==> config.mk <==
export PLATFORM = sky130hd
export DESIGN_NAME = led_run_module_flat
export DESIGN_NICKNAME = d
export VERILOG_FILES = /design/src/rtl/led_run_module_if.sv /design/src/rtl/led_run_module.sv /design/src/flat_wrapper.sv
export SDC_FILE = /design/constraint.sdc
export NUM_CORES = 1
export LEC_CHECK = 0
export ABC_AREA = 1
export CAP_MARGIN = 20
export CORE_MARGIN = 2
export CORE_UTILIZATION = 35
export DETAILED_ROUTE_END_ITERATION = 10
export PLACE_DENSITY = 0.61
export SLEW_MARGIN = 20
export SYNTH_ARGS = -nofsm -noshare
export SYNTH_HDL_FRONTEND = slang
export SYNTH_SLANG_ARGS = --single-unit
==> constraint.sdc <==
create_clock -name CLK -period 3.5 [get_ports CLK]
set_input_delay 0.525 -clock CLK [delete_from_list [all_inputs] [get_ports CLK]]
set_output_delay 0.525 -clock CLK [all_outputs]
set_load 0.005 [all_outputs]
==> src/rtl/led_run_module_if.sv <==
// Control and LED-drive bundle for the LED pattern generator.
// The master drives run/mode/timing controls; the slave returns the LED and tick outputs.
interface led_run_module_if #(
  parameter int N_LED = 4,
  parameter int CNT_W = 23
);
  logic             Enable;
  logic [1:0]       Mode;
  logic [CNT_W-1:0] Period;
  logic [CNT_W-1:0] Duty;
  logic [N_LED-1:0] LED_Out;
  logic             Step_Tick;

  modport master (output Enable, Mode, Period, Duty, input LED_Out, Step_Tick);
  modport slave  (input Enable, Mode, Period, Duty, output LED_Out, Step_Tick);
endinterface

==> src/rtl/led_run_module.sv <==
// Multi-channel LED pattern generator: off, blink-all, running light and ping-pong,
// with a programmable step period and an in-step duty window.
module led_run_module #(
  parameter int N_LED    = 4,
  parameter int CNT_W    = 23,
  parameter int DEF_PER  = 20,
  parameter int DEF_DUTY = 10
) (
  input logic               CLK,
  input logic               RST,
  led_run_module_if.slave   bus
);
  typedef enum logic [1:0] {MODE_OFF, MODE_BLINK, MODE_RUN, MODE_PING} mode_t;
  typedef enum logic {DIR_UP, DIR_DOWN} dir_t;

  localparam int               POS_W    = (N_LED > 1) ? $clog2(N_LED) : 1;
  localparam logic [POS_W-1:0] POS_LAST = POS_W'(N_LED - 1);
  localparam logic [POS_W-1:0] POS_ONE  = POS_W'(1);
  localparam logic [N_LED-1:0] ALL_ON   = '1;

  logic [CNT_W-1:0] count, next_count;
  logic [CNT_W-1:0] r_period, next_period;
  logic [CNT_W-1:0] r_duty, next_duty;
  mode_t            r_mode, next_mode;
  logic [POS_W-1:0] pos, next_pos;
  dir_t             dir, next_dir;
  logic [N_LED-1:0] led_out, next_led;
  logic             step_tick, next_tick;

  mode_t            in_mode;
  logic [CNT_W-1:0] in_period;
  logic             wrap;

  assign in_mode   = mode_t'(bus.Mode);
  assign in_period = (bus.Period == '0) ? CNT_W'(1) : bus.Period;
  assign wrap      = bus.Enable && (count == r_period);

  // NOTE: every next_* value gets a default before any branch so no path leaves it unassigned (no latches).
  always_comb begin
    next_count  = count;
    next_period = r_period;
    next_duty   = r_duty;
    next_mode   = r_mode;
    next_pos    = pos;
    next_dir    = dir;
    next_led    = '0;
    next_tick   = 1'b0;

    if (bus.Enable && (r_mode != MODE_OFF) && (count < r_duty))
      next_led = (r_mode == MODE_BLINK) ? ALL_ON : (N_LED'(1) << pos);

    if (!bus.Enable) begin
      next_period = in_period;
      next_duty   = bus.Duty;
      next_mode   = in_mode;
    end else if (wrap) begin
      next_count  = '0;
      next_tick   = 1'b1;
      next_period = in_period;
      next_duty   = bus.Duty;
      next_mode   = in_mode;
      case (r_mode)
        MODE_RUN:  next_pos = (pos == POS_LAST) ? '0 : pos + POS_ONE;
        MODE_PING: begin
          // Bounce at either end so a pointer inherited from another mode stays in range.
          if (N_LED > 1) begin
            if (dir == DIR_UP) begin
              if (pos == POS_LAST) begin
                next_pos = pos - POS_ONE;
                next_dir = DIR_DOWN;
              end else begin
                next_pos = pos + POS_ONE;
                if (pos + POS_ONE == POS_LAST) next_dir = DIR_DOWN;
              end
            end else begin
              if (pos == '0) begin
                next_pos = POS_ONE;
                next_dir = DIR_UP;
              end else begin
                next_pos = pos - POS_ONE;
                if (pos == POS_ONE) next_dir = DIR_UP;
              end
            end
          end
        end
        default: next_pos = pos;
      endcase
      if (in_mode != r_mode) begin
        next_pos = '0;
        next_dir = DIR_UP;
      end
    end else begin
      next_count = count + CNT_W'(1);
    end
  end

  // NOTE: state registers use non-blocking assignments so all of them update together at the edge.
  always_ff @(posedge CLK) begin
    if (RST) begin
      count     <= '0;
      r_period  <= CNT_W'(DEF_PER);
      r_duty    <= CNT_W'(DEF_DUTY);
      r_mode    <= MODE_OFF;
      pos       <= '0;
      dir       <= DIR_UP;
      led_out   <= '0;
      step_tick <= 1'b0;
    end else begin
      count     <= next_count;
      r_period  <= next_period;
      r_duty    <= next_duty;
      r_mode    <= next_mode;
      pos       <= next_pos;
      dir       <= next_dir;
      led_out   <= next_led;
      step_tick <= next_tick;
    end
  end

  assign bus.LED_Out   = led_out;
  assign bus.Step_Tick = step_tick;
endmodule

==> src/flat_wrapper.sv <==
// flat-port wrapper written by rule: the top's interface ports become plain ports
module led_run_module_flat 
#(
  parameter int N_LED    = 4,
  parameter int CNT_W    = 23,
  parameter int DEF_PER  = 20,
  parameter int DEF_DUTY = 10
)
  (CLK, RST, bus_Enable, bus_Mode, bus_Period, bus_Duty, bus_LED_Out, bus_Step_Tick);
  led_run_module_if #(.N_LED(N_LED), .CNT_W(CNT_W)) bus_i ();
  input logic CLK;
  input logic RST;
  input wire logic [$bits(bus_i.Enable)-1:0] bus_Enable;
  input wire logic [$bits(bus_i.Mode)-1:0] bus_Mode;
  input wire logic [$bits(bus_i.Period)-1:0] bus_Period;
  input wire logic [$bits(bus_i.Duty)-1:0] bus_Duty;
  output wire logic [$bits(bus_i.LED_Out)-1:0] bus_LED_Out;
  output wire logic [$bits(bus_i.Step_Tick)-1:0] bus_Step_Tick;
  assign bus_i.Enable = bus_Enable;
  assign bus_i.Mode = bus_Mode;
  assign bus_i.Period = bus_Period;
  assign bus_i.Duty = bus_Duty;
  assign bus_LED_Out = bus_i.LED_Out;
  assign bus_Step_Tick = bus_i.Step_Tick;
  led_run_module #(.N_LED(N_LED), .CNT_W(CNT_W), .DEF_PER(DEF_PER), .DEF_DUTY(DEF_DUTY)) u_core (.CLK(CLK), .RST(RST), .bus(bus_i));
endmodule
# Word level (Yosys, flattened, before mapping)
# Cells that the tools add are included.
# totals
register_bits	79
word_cells	59
out_inout_bits	5
# classes
reduce_logical	12
eq_ne	9
shifts	1
n_addsub	3
order_cmp	1
bitwise	2
n_mux	23
# op_table
operator	count
23-bit two-way mux	6
23-bit by 1-bit adder with 23-bit output, second input constant	1
23-bit equality test	1
23-bit zero test	1
23-bit < comparator	1
2-bit two-way mux	7
2-bit equality test, second input constant	4
1-bit two-way mux	8
3-bit AND reduction	2
2-bit by 1-bit equality test with 1-bit output, second input constant	2
4-bit two-way mux	1
2-bit case mux with 2 select lines	1
2-bit nonzero test	2
2-bit OR reduction	2
1-bit by 2-bit left shift with 4-bit output, first input constant	1
1-bit logical AND	3
3-bit nonzero test	1
2-bit by 1-bit adder with 2-bit output, second input constant	1
2-bit zero test	1
2-bit by 1-bit != test with 1-bit output, second input constant	1
2-bit != test	1
1-bit inverter	2
2-bit by 1-bit subtractor with 2-bit output, second input constant	1

# Longest topological paths before layout
# Gate-level depths: netlist (run 1).
# logic_depth
depth_word	7
mapped_depth	14
mapped_depth_nobuf	12

# Least setup slack after synthesis (run 1)
# No wires, ideal clock.
# synth_path
kind	input -> register
from	input bus_Enable
to	register u_core.count[22]
slack_ns	1.864
setup_ns	0.118
arrival_ns	1.518
required_ns	3.382
stages	7
cell_sequence	clkbuf_1 clkbuf_1 nand3_1 nor3_1 nand2_1 xor2_1 nor2_1
# synth_between
elab_chain_cells	2
# synth_rtl
item	line	source
start, declared	flat_wrapper.sv:13	input wire logic [$bits(bus_i.Enable)-1:0] bus_Enable;
1-bit logical AND	led_run_module.sv:36	assign wrap = bus.Enable && (count == r_period);
23-bit two-way mux	led_run_module.sv:56	end else if (wrap) begin
end signal, assigned	led_run_module.sv:109	count <= next_count;
end, declared	led_run_module.sv:21	logic [CNT_W-1:0] count, next_count;
# Several ways; a longest one is shown, not always the timed one.
# A chain may end at the register's enable or synchronous reset.

# Worst setup path after layout (run 1)
# layout_path
from	register u_core.count[17]
to	register u_core.r_duty[21]
# layout_between
elab_chain_cells	3
# layout_rtl
item	line	source
23-bit equality test	led_run_module.sv:36	
1-bit logical AND	led_run_module.sv:36	
2-bit by 1-bit != test with 1-bit output (no line)	--	
end signal, assigned	led_run_module.sv:102	r_duty <= CNT_W'(DEF_DUTY);
end signal, assigned	led_run_module.sv:111	r_duty <= next_duty;
end, declared	led_run_module.sv:23	logic [CNT_W-1:0] r_duty, next_duty;
# No other way between the ends.

==> results of run 1 <==
layer usage:
metal / GRT usage (%) / share of wire, % / up-vias / routed length, um
met5: 0 / 0 / - / 0
met3: 3.68 / 4.0 / 9 / 451
met4: 5.48 / 1.1 / 0 / 127
met2: 29.7 / 46 / 78 / 5140
met1: 23.7 / 49 / 1789 / 5480
li1: - / - / 2141 / -
worst register-to-register path, stage by stage (launching register included):
cell,delay [ps]
dfxtp_1,530
nand2_1,100
nand2_1,80
nand2_1,50
nor2_1,80
nand2_1,80
nor2_2,200
nand2_2,450
nand2_2,210
inv_2,200
buf_12,240
nor2_1,120
nor2_1,50
cells in the final DEF, fill, tap and decap left out:
cell type        instances
o21ai_0                 23
nor3_1                   7
xnor2_1                  6
clkbuf_8                 1
nor2b_1                  1
xor2_1                  22
clkdlybuf4s50_1         55
inv_1                   63
nand2_1                134
nor2_2                  20
nand3_1                 45
clkinv_2                 1
a21oi_1                 24
buf_12                   2
nor4_1                   3
a41oi_1                  1
inv_2                    2
o22ai_1                  1
o211ai_1                 3
clkbuf_16                9
nand3b_1                 2
or2_2                    1
nor2_1                 139
ha_1                    29
o21bai_1                 1
nor4b_1                  1
nor3b_1                  1
dfxtp_1                 79
nand4_1                 11
buf_4                    3
nand2_2                  3
clkbuf_1                 4
clkinv_1                 1
kinds of logic after synthesis:
logic type | synth area share [%]
simple gates | 35.5
fa+ha+maj | 8.25
flops | 35.9
compound gates | 6.37
xor+xnor | 5.57
buf+inv | 8.42
final cells by class:
type	count	area (um^2)	area share (%)
Sequential cell	79	1580	29.5
Inverter	66	248	4.62
Timing Repair Buffer	60	613	11.4
Clock buffer	14	254	4.74
Clock inverter	1	5.00	0.0934
Multi-Input combinational cell	478	2450	45.7
Tap cell	168	210	3.92
through the flow:
stage                     power [mW]  utilization (%)  cell area (um^2)  setup WS [ps]
after floorplan                 1.14                -              4400           1860
after global routing            2.19             44.1              5360            635
after detailed placement        1.26             41.9              5100           1010
after CTS                       2.11             44.1              5360           1020
final                           2.08             44.1              5360            994
after global placement          1.25             41.9              5100           1040
registers in the layout, summed over array words and instances (netlist names):
name / count
u_core.dir: 1
u_core.count: 23
u_core.pos: 2
u_core.r_mode: 2
u_core.bus.LED_Out: 4
u_core.r_duty: 23
u_core.bus.Step_Tick: 1
u_core.r_period: 23
report_power, final:
group | leakage, nW | internal (mW) | switching [mW]
Sequential | 0.650 | 0.941 | 0.0226
Combinational | 1.60 | 0.127 | 0.146
Clock | 0.127 | 0.495 | 0.350
path summary, 6_finish.rpt:
kind                          from  cells after the start                 to  slack, ps
hold reg to reg   u_core.r_duty[1]                      2   u_core.r_duty[1]        470
setup reg to reg  u_core.count[17]                     12  u_core.r_duty[21]        990
setup / recovery  u_core.count[17]                     12  u_core.r_duty[21]        990
hold / removal    u_core.r_duty[1]                      2   u_core.r_duty[1]        470
==> results.py, run 1 <==
metrics = {
    "drt": {
        "avgRoutedWirePerCell_um": 12.9,
        "via_per_inst": 4.64,
        "routed_wl_um": 11200,
        "dr.pass1.iters": 5,
        "drc": 0,
        "first_iter_violations": 164,
        "postRouteAntennaNets": 0,
        "vias": 4017,
    },
    "cts": {
        "cts.sinks": 79,
        "path_clk_slew_ps": 50,
        "cts_max_level": 3,
        "cts_resized": 0,
        "hold_buffers": 0,
        "cts_buffers": 9,
        "clock_path_buffers": 2,
        "worstSkewPairLatency_ps": 340,
        "post_cts.repair.setup_buffers": 0,
        "cts_tree": "done",
        "root_buffer": "clkbuf_16",
    },
    "die": {
        "rows": 40,
        "start_util_pct": 36.2,
        "die-width_um": 116,
        "die_y_um": 116,
        "io_pins": 56,
        "core_area_um2": 12200,
        "dieArea_um2": 13500,
    },
    "global_route": {
        "grt_usage_pct": 17.9,
        "grt_pass1_vias": 3820,
        "grt_max_degree": 38,
        "antenna_found_initial": 0,
        "grt_pass1_wl_um": 18700,
        "grt-ovfl-total": 0,
    },
    "critical_path": {
        "worstPathCellList": "nand2_1 > nand2_1 > nand2_1 > nor2_1 > nand2_1 > nor2_2 > nand2_2 > nand2_2 > inv_2 > buf_12 > nor2_1 > nor2_1",
        "critPathMaxFanout": 33,
        "endpoint_kind": "register",
        "timing.critical_path.buf_inv": 2,
        "cp_top_family": "simple AND/OR/NAND/NOR gates",
        "critPathMostFrequentCell": "nand2_1",
        "crit_type": "reg2reg",
        "crit_required_ps": 3730,
        "worst_setup_path_start_kind": "register",
        "critical_path.max_stage_delay_ps": 530,
        "cp_data_arrival_time_ps": 2740,
        "slowest_stage": "dfxtp_1",
    },
    "cells_and_area": {
        "area_delta_synth_final_pct": 21.8,
        "drive_gt1_share_pct": 6.02,
        "final_cells": 866,
        "nets": 774,
        "n_fill_cell": 1317,
        "antenna_cells": 0,
    },
    "synth": {
        "synth.top_cell.area_share_pct": 35.9,
        "yosysUniqueCellTypes": 31,
        "synthArstFlopShare_pct": 0,
        "ys_ff_latch": 79,
        "yosysTopAreaCell": "dfxtp_1",
        "synth_common_cells": "139 x nor2_1, 134 x nand2_1, 79 x dfxtp_1",
        "synth_ff_type": "dfxtp_1",
        "yosys.cell_count.top_type": "nor2_1",
        "synthTopCellsByArea": "dfxtp_1 36%, nor2_1 12%, nand2_1 11%",
        "synth_area_um2": 4400,
        "yosysSeqAreaShare_pct": 35.9,
        "synth-warning-count": 0,
        "synth_edf_count": 0,
        "synthCells": 646,
        "synth_fp_nets": 726,
        "avgSynthCellArea_um2": 6.81,
    },
    "sta": {
        "finClkSkew_ps": 5.62,
        "final_max_slew_viol_count": 0,
        "maxSlewHeadroom_pct": 55.0,
        "fmax_mhz": 399,
        "period_share_pct": 71.6,
        "tns_ps": 0,
        "rsz0062_at_grt": "false",
        "hold_viol_final": 0,
        "setup_viol": 0,
        "fin_crit_ps": 2510,
        "tightest_slew_ps": 672,
        "hold_ws_ps": 467,
    },
    "pwr": {
        "power_density_nw_per_um2": 389,
        "leakage_nw": 2.38,
        "ir_drop_mv": 0.217,
    },
    "hold_path": {
        "worstHoldPathType": "reg2reg",
    },
    "place": {
        "portBuffers": 55,
        "dp.cells": 851,
        "dp_hpwl_um": 8430,
        "gp_congestion": 0.878,
    },
    "outcome": {
        "status": "finished clean",
    },
    "run": {
        "maxCapViolCount": 0,
    },
}
(Power assumes the default switching activity.)
==> inputs of run 2 (changes only) <==
clock period = 2.54 ns   (was 3.5 ns; I/O delays follow)
==> run 2 against run 1 <==
  * Via count up 1.3%
  * Largest cell class unchanged
  * First-iteration DRC count is 32% higher
  * Sequential share of layout area down 0.54 points
  * Clock power rose by 86%
  * Die area stayed put
  * Sequential power up 38%
  * Core utilization grew 0.82 points
  * Combinational power rose by 37%
  * Highest routed layer unchanged
  * Cell area is 1.9% higher
==> results.py, run 2 (synthesized netlist as in run 1, its figures left out) <==
metrics = {
    "pwr": {
        "pwr-share-clk_pct": 48.0,
        "power_switching_share_pct": 22.7,
        "pwr-share-seq_pct": 40.7,
        "ir_drop_mv": 0.271,
        "p_int_mw": 2.53,
        "power_density_nw_per_um2": 599,
        "leakage_nw": 2.43,
        "total_power_mw": 3.27,
        "combPwrFrac_pct": 11.4,
        "p_switching_mw": 0.743,
    },
    "die": {
        "die_y_um": 116,
        "die-width_um": 116,
        "start_util_pct": 36.2,
        "rows": 40,
        "io_pins": 56,
        "core_area_um2": 12200,
        "dieArea_um2": 13500,
    },
    "global_route": {
        "antenna_found_initial": 0,
        "grt_pass1_vias": 3852,
        "grt-ovfl-total": 0,
        "grt_max_degree": 33,
        "grt_usage_pct": 18.1,
        "grt_pass1_wl_um": 18800,
    },
    "critical_path": {
        "timing.critical_path.buf_inv": 0,
        "worstPathCellList": "nand2_1 > nand2_1 > nand2_1 > nor2_1 > nand2_1 > nor2_2 > nand3_1 > nand2_2 > nor2_1",
        "critical_path.max_stage_delay_ps": 530,
        "endpoint_kind": "register",
        "crit_required_ps": 2760,
        "worst_setup_path_start_kind": "register",
        "slowest_stage": "dfxtp_1",
        "cp_top_family": "simple AND/OR/NAND/NOR gates",
        "cp_data_arrival_time_ps": 2150,
        "critPathMaxFanout": 19,
        "critPathMostFrequentCell": "nand2_1",
        "crit_type": "reg2reg",
    },
    "drt": {
        "via_per_inst": 4.68,
        "vias": 4069,
        "routed_wl_um": 11500,
        "avgRoutedWirePerCell_um": 13.2,
        "postRouteAntennaNets": 0,
        "dr.pass1.iters": 4,
        "first_iter_violations": 216,
        "drc": 0,
    },
    "cells_and_area": {
        "final_cells": 870,
        "antenna_cells": 0,
        "mostFrequentLayoutCells": "139 x nor2_1, 134 x nand2_1, 79 x dfxtp_1",
        "final_area_um2": 5460,
        "nets": 777,
        "finalCoreUtilization_pct": 44.9,
        "final_common_cell": "nor2_1",
        "drive_gt1_share_pct": 6.98,
        "reg_top3": "u_core.count x23, u_core.r_duty x23, u_core.r_period x23",
        "n_fill_cell": 1296,
        "area_delta_synth_final_pct": 24.1,
    },
    "cts": {
        "cts_max_level": 3,
        "cts.sinks": 79,
        "clock_path_buffers": 2,
        "post_cts.repair.setup_buffers": 0,
        "root_buffer": "clkbuf_16",
        "worstSkewPairLatency_ps": 340,
        "cts_resized": 0,
        "hold_buffers": 0,
        "cts_tree": "done",
        "cts_buffers": 9,
        "path_clk_slew_ps": 60,
    },
    "sta": {
        "maxSlewHeadroom_pct": 66.1,
        "finalWorstSetupSlack_ps": 601,
        "fmax_mhz": 516,
        "final_max_slew_viol_count": 0,
        "tightest_slew_ps": 507,
        "setup_viol": 0,
        "rsz0062_at_grt": "false",
        "hold_ws_ps": 473,
        "period_share_pct": 76.4,
        "fin_crit_ps": 1940,
        "finClkSkew_ps": 7.52,
        "hold_viol_final": 0,
        "tns_ps": 0,
    },
    "run": {
        "maxCapViolCount": 0,
    },
    "place": {
        "dp.cells": 854,
        "place_area_um2": 5100,
        "pre_cts_ws_ps": 268,
        "portBuffers": 55,
        "gp_congestion": 0.865,
        "dp_hpwl_um": 8720,
    },
    "outcome": {
        "status": "finished clean",
    },
    "hold_path": {
        "worstHoldPathType": "reg2reg",
    },
}
==> run 2: final cells by class <==
class | count | area [um^2] | area share [%]
sequential | 79 | 1580 | 29.0
tap | 168 | 210 | 3.85
clock inverter | 6 | 133 | 2.43
multi-input combinational | 478 | 2450 | 44.8
clock buffer | 10 | 229 | 4.19
inverter | 66 | 248 | 4.54
timing repair buffer | 63 | 611 | 11.2
==> run 2: power by group through the flow <==
stage	registers (mW)	logic [mW]	clock network, mW
floorplan	1.34	0.233	0
global placement	1.35	0.370	0
detailed placement	1.36	0.374	0
CTS	1.33	0.377	1.61
global route	1.33	0.426	1.66
finish	1.33	0.373	1.57
==> run 2: path summary, 6_finish.rpt <==
check | start | to | slack, ps | cells after the start
worst min register to register | u_core.r_duty[3] | u_core.r_duty[3] | 470 | 2
worst max register to register | u_core.count[17] | u_core.count[17] | 600 | 9
worst max-delay path | u_core.count[17] | u_core.count[17] | 600 | 9
worst min-delay path | u_core.r_duty[3] | u_core.r_duty[3] | 470 | 2
==> run 2: metal layers <==
| metal | up-vias | wire length, um | track usage [%] |
|---|---|---|---|
| met4 | 0 | 195 | 6.98 |
| met3 | 12 | 588 | 2.91 |
| met5 | - | 0 | 0 |
| met1 | 1824 | 5630 | 25.0 |
| met2 | 89 | 5080 | 28.5 |
| li1 | 2144 | - | - |
==> run 2: worst reg2reg max path: stages, from the launching register on <==
cell and delay, ps:
dfxtp_1 530, nand2_1 90, nand2_1 80, nand2_1 50, nor2_1 80, nand2_1 70, nor2_2 210, nand3_1 210
nand2_2 380, nor2_1 110
==> inputs of run 3 (changes only) <==
PLACE_DENSITY = 0.63   (was 0.61)
clock period = 1.7 ns   (was 2.54 ns; I/O delays follow)
==> run 3 against run 2 <==
  * The run now ends with setup timing left
  * Critical path depth grew 4
  * Via count increased by 7.1%
  * Clock-buffer cell count up 2
  * Non-clock buffer count up 59
  * Worst hold slack improved by 1.2 ps
  * First-iteration DRC count is 34% lower
  * Combinational power increased by 91%
  * Global-route usage grew 1.3 points
  * Die area did not move
  * Largest cell class unchanged
==> results.py, run 3 (synthesized netlist as in run 1, its figures left out) <==
metrics = {
    "cells_and_area": {
        "antenna_cells": 0,
        "multi_input_area_um2": 2660,
        "nets": 836,
        "final_common_cell": "nand2_1",
        "mostFrequentLayoutCells": "129 x nand2_1, 117 x nor2_1, 62 x dfxtp_1",
        "regArea_um2": 1610,
        "area_delta_synth_final_pct": 40.7,
        "n_fill_cell": 1199,
        "final_area_um2": 6190,
        "reg_top3": "u_core.count x23, u_core.r_duty x23, u_core.r_period x23",
        "drive_gt1_share_pct": 21.4,
    },
    "sta": {
        "fmax_mhz": 584,
        "final_max_slew_viol_count": 0,
        "maxSlewHeadroom_pct": 71.2,
        "rsz0062_at_grt": "true",
        "finalWorstSetupSlack_ps": -11.6,
        "fin_crit_ps": 1710,
        "tightest_slew_ps": 429,
        "finClkSkew_ps": 7.19,
        "setup_viol": 3,
        "hold_viol_final": 0,
        "period_share_pct": 101,
    },
    "critical_path": {
        "worst_setup_path_start_kind": "register",
        "crit_required_ps": 1940,
        "critical_path.max_stage_delay_ps": 350,
        "endpoint_kind": "register",
        "cp_top_family": "simple AND/OR/NAND/NOR gates",
        "critPathMaxFanout": 5,
        "worstPathCellList": "inv_1 > nand2_1 > nand2_1 > nand2_1 > nor2_1 > nand2_1 > nor2_4 > nand2_4 > nand2_4 > inv_8 > buf_12 > nor2_4 > nor2_1",
        "r2r-end": "u_core.r_duty[22]",
        "cp_data_arrival_time_ps": 1950,
        "path_depth": 13,
        "r2r_cells": 13,
        "critPathMostFrequentCell": "nand2_1",
        "r2r_start": "u_core.count[11]",
        "crit_path_end": "u_core.r_duty[22]",
        "timing.critical_path.buf_inv": 3,
        "reg2reg_slack_ps": -10,
        "crit_type": "reg2reg",
        "slowest_stage": "dfxtp_2",
        "worstSetupStartpoint": "u_core.count[11]",
    },
    "pwr": {
        "power_switching_share_pct": 26.1,
        "p_switching_mw": 1.18,
        "combPwrFrac_pct": 15.7,
        "total_power_mw": 4.52,
        "power_density_nw_per_um2": 731,
        "pwr-share-seq_pct": 43.9,
        "leakage_nw": 2.79,
        "ir_drop_mv": 0.381,
        "pwr-share-clk_pct": 40.4,
        "p_int_mw": 3.35,
    },
    "cts": {
        "cts_tree": "done",
        "worstSkewPairLatency_ps": 340,
        "cts_max_level": 3,
        "hold_buffers": 0,
        "cts.sinks": 79,
        "path_clk_slew_ps": 60,
        "root_buffer": "clkbuf_16",
        "cts_buffers": 9,
        "clock_path_buffers": 2,
    },
    "global_route": {
        "grt_pass1_vias": 4200,
        "antenna_found_initial": 0,
        "grt-ovfl-total": 0,
        "grt_usage_pct": 19.4,
        "grt_max_degree": 33,
        "grt_pass1_wl_um": 20100,
    },
    "die": {
        "die-width_um": 116,
        "dieArea_um2": 13500,
        "start_util_pct": 36.2,
        "io_pins": 56,
        "rows": 40,
        "die_y_um": 116,
        "core_area_um2": 12200,
    },
    "place": {
        "portBuffers": 55,
        "gp_congestion": 0.899,
        "pre_cts_ws_ps": -192,
        "dp_hpwl_um": 9430,
        "place_area_um2": 5520,
    },
    "hold_path": {
        "worstHoldPathType": "reg2reg",
        "min-delay-start": "u_core.r_duty[3]",
    },
    "outcome": {
        "status": "complete, but fails checks",
        "violations": "setup timing",
    },
    "drt": {
        "first_iter_violations": 143,
        "via_per_inst": 4.69,
        "avgRoutedWirePerCell_um": 14.0,
        "drc": 0,
        "vias": 4358,
        "routed_wl_um": 13000,
        "dr.pass1.iters": 4,
        "postRouteAntennaNets": 0,
    },
    "run": {
        "maxCapViolCount": 0,
    },
}
-- run 3: worst min-delay path by stage --
stage	slack (ps)	end	cells past startpoint
after global placement	440	u_core.r_duty[3]	2
final	470	u_core.r_duty[3]	2
after detailed placement	450	u_core.r_duty[3]	2
after global routing	500	u_core.r_duty[3]	2
after floorplan	320	u_core.count[1]	1
after CTS	470	u_core.r_duty[3]	2
-- run 3: worst min-delay path: cells and delay by family, from the launching register on --
| kind | cells | cell delay [ps] |
|---|---|---|
| and+or+nand+nor | 2 | 120 |
| DFF | 1 | 330 |
-- run 3: metal layers --
layer  up-vias  wire length [um]  track usage, %
met5         -                 0               0
met4         0               335            7.30
met3        27               546            3.11
met2        98              5990            32.4
met1      1975              6090            25.4
li1       2258                 -               -
-- run 3: final cells by class --
cell class / count / area share [%]
Tap cell: 168 / 3.40
Clock inverter: 4 / 0.323
Clock buffer: 12 / 4.14
Timing Repair Buffer: 122 / 19.1
Multi-Input combinational cell: 478 / 43.0
Sequential cell: 79 / 25.9
Inverter: 66 / 4.12
-- run 3: through the flow --
stage                     cells  TNS [ps]  utilization [%]  hold WS (ps)
final                       929     -19.7             50.9           474
after global routing        929     -3180             50.9           501
after CTS                   920     -3.86             48.1           469
after detailed placement    904     -3660             45.4           454
after global placement      904     -1100             45.4           445
after floorplan             646         0                -           324
-- run 3: repair_timing --
| item | in CTS | in global routing |
|---|---|---|
| pin swaps | 1 | 15 |
| resized for setup | 12 | 70 |
| setup buffers | 0 | 6 |
| endpoints found under the setup margin | 46 | 76 |
| gates cloned | 0 | 5 |
-- run 3: power by group through the flow --
stage / registers [mW] / clock network, mW / logic, mW
after global placement: 2.02 / 0 / 0.603
after floorplan: 2.01 / 0 / 0.348
after CTS: 1.98 / 1.86 / 0.631
after global routing: 1.99 / 1.95 / 0.793
after detailed placement: 2.02 / 0 / 0.616
final: 1.99 / 1.83 / 0.712
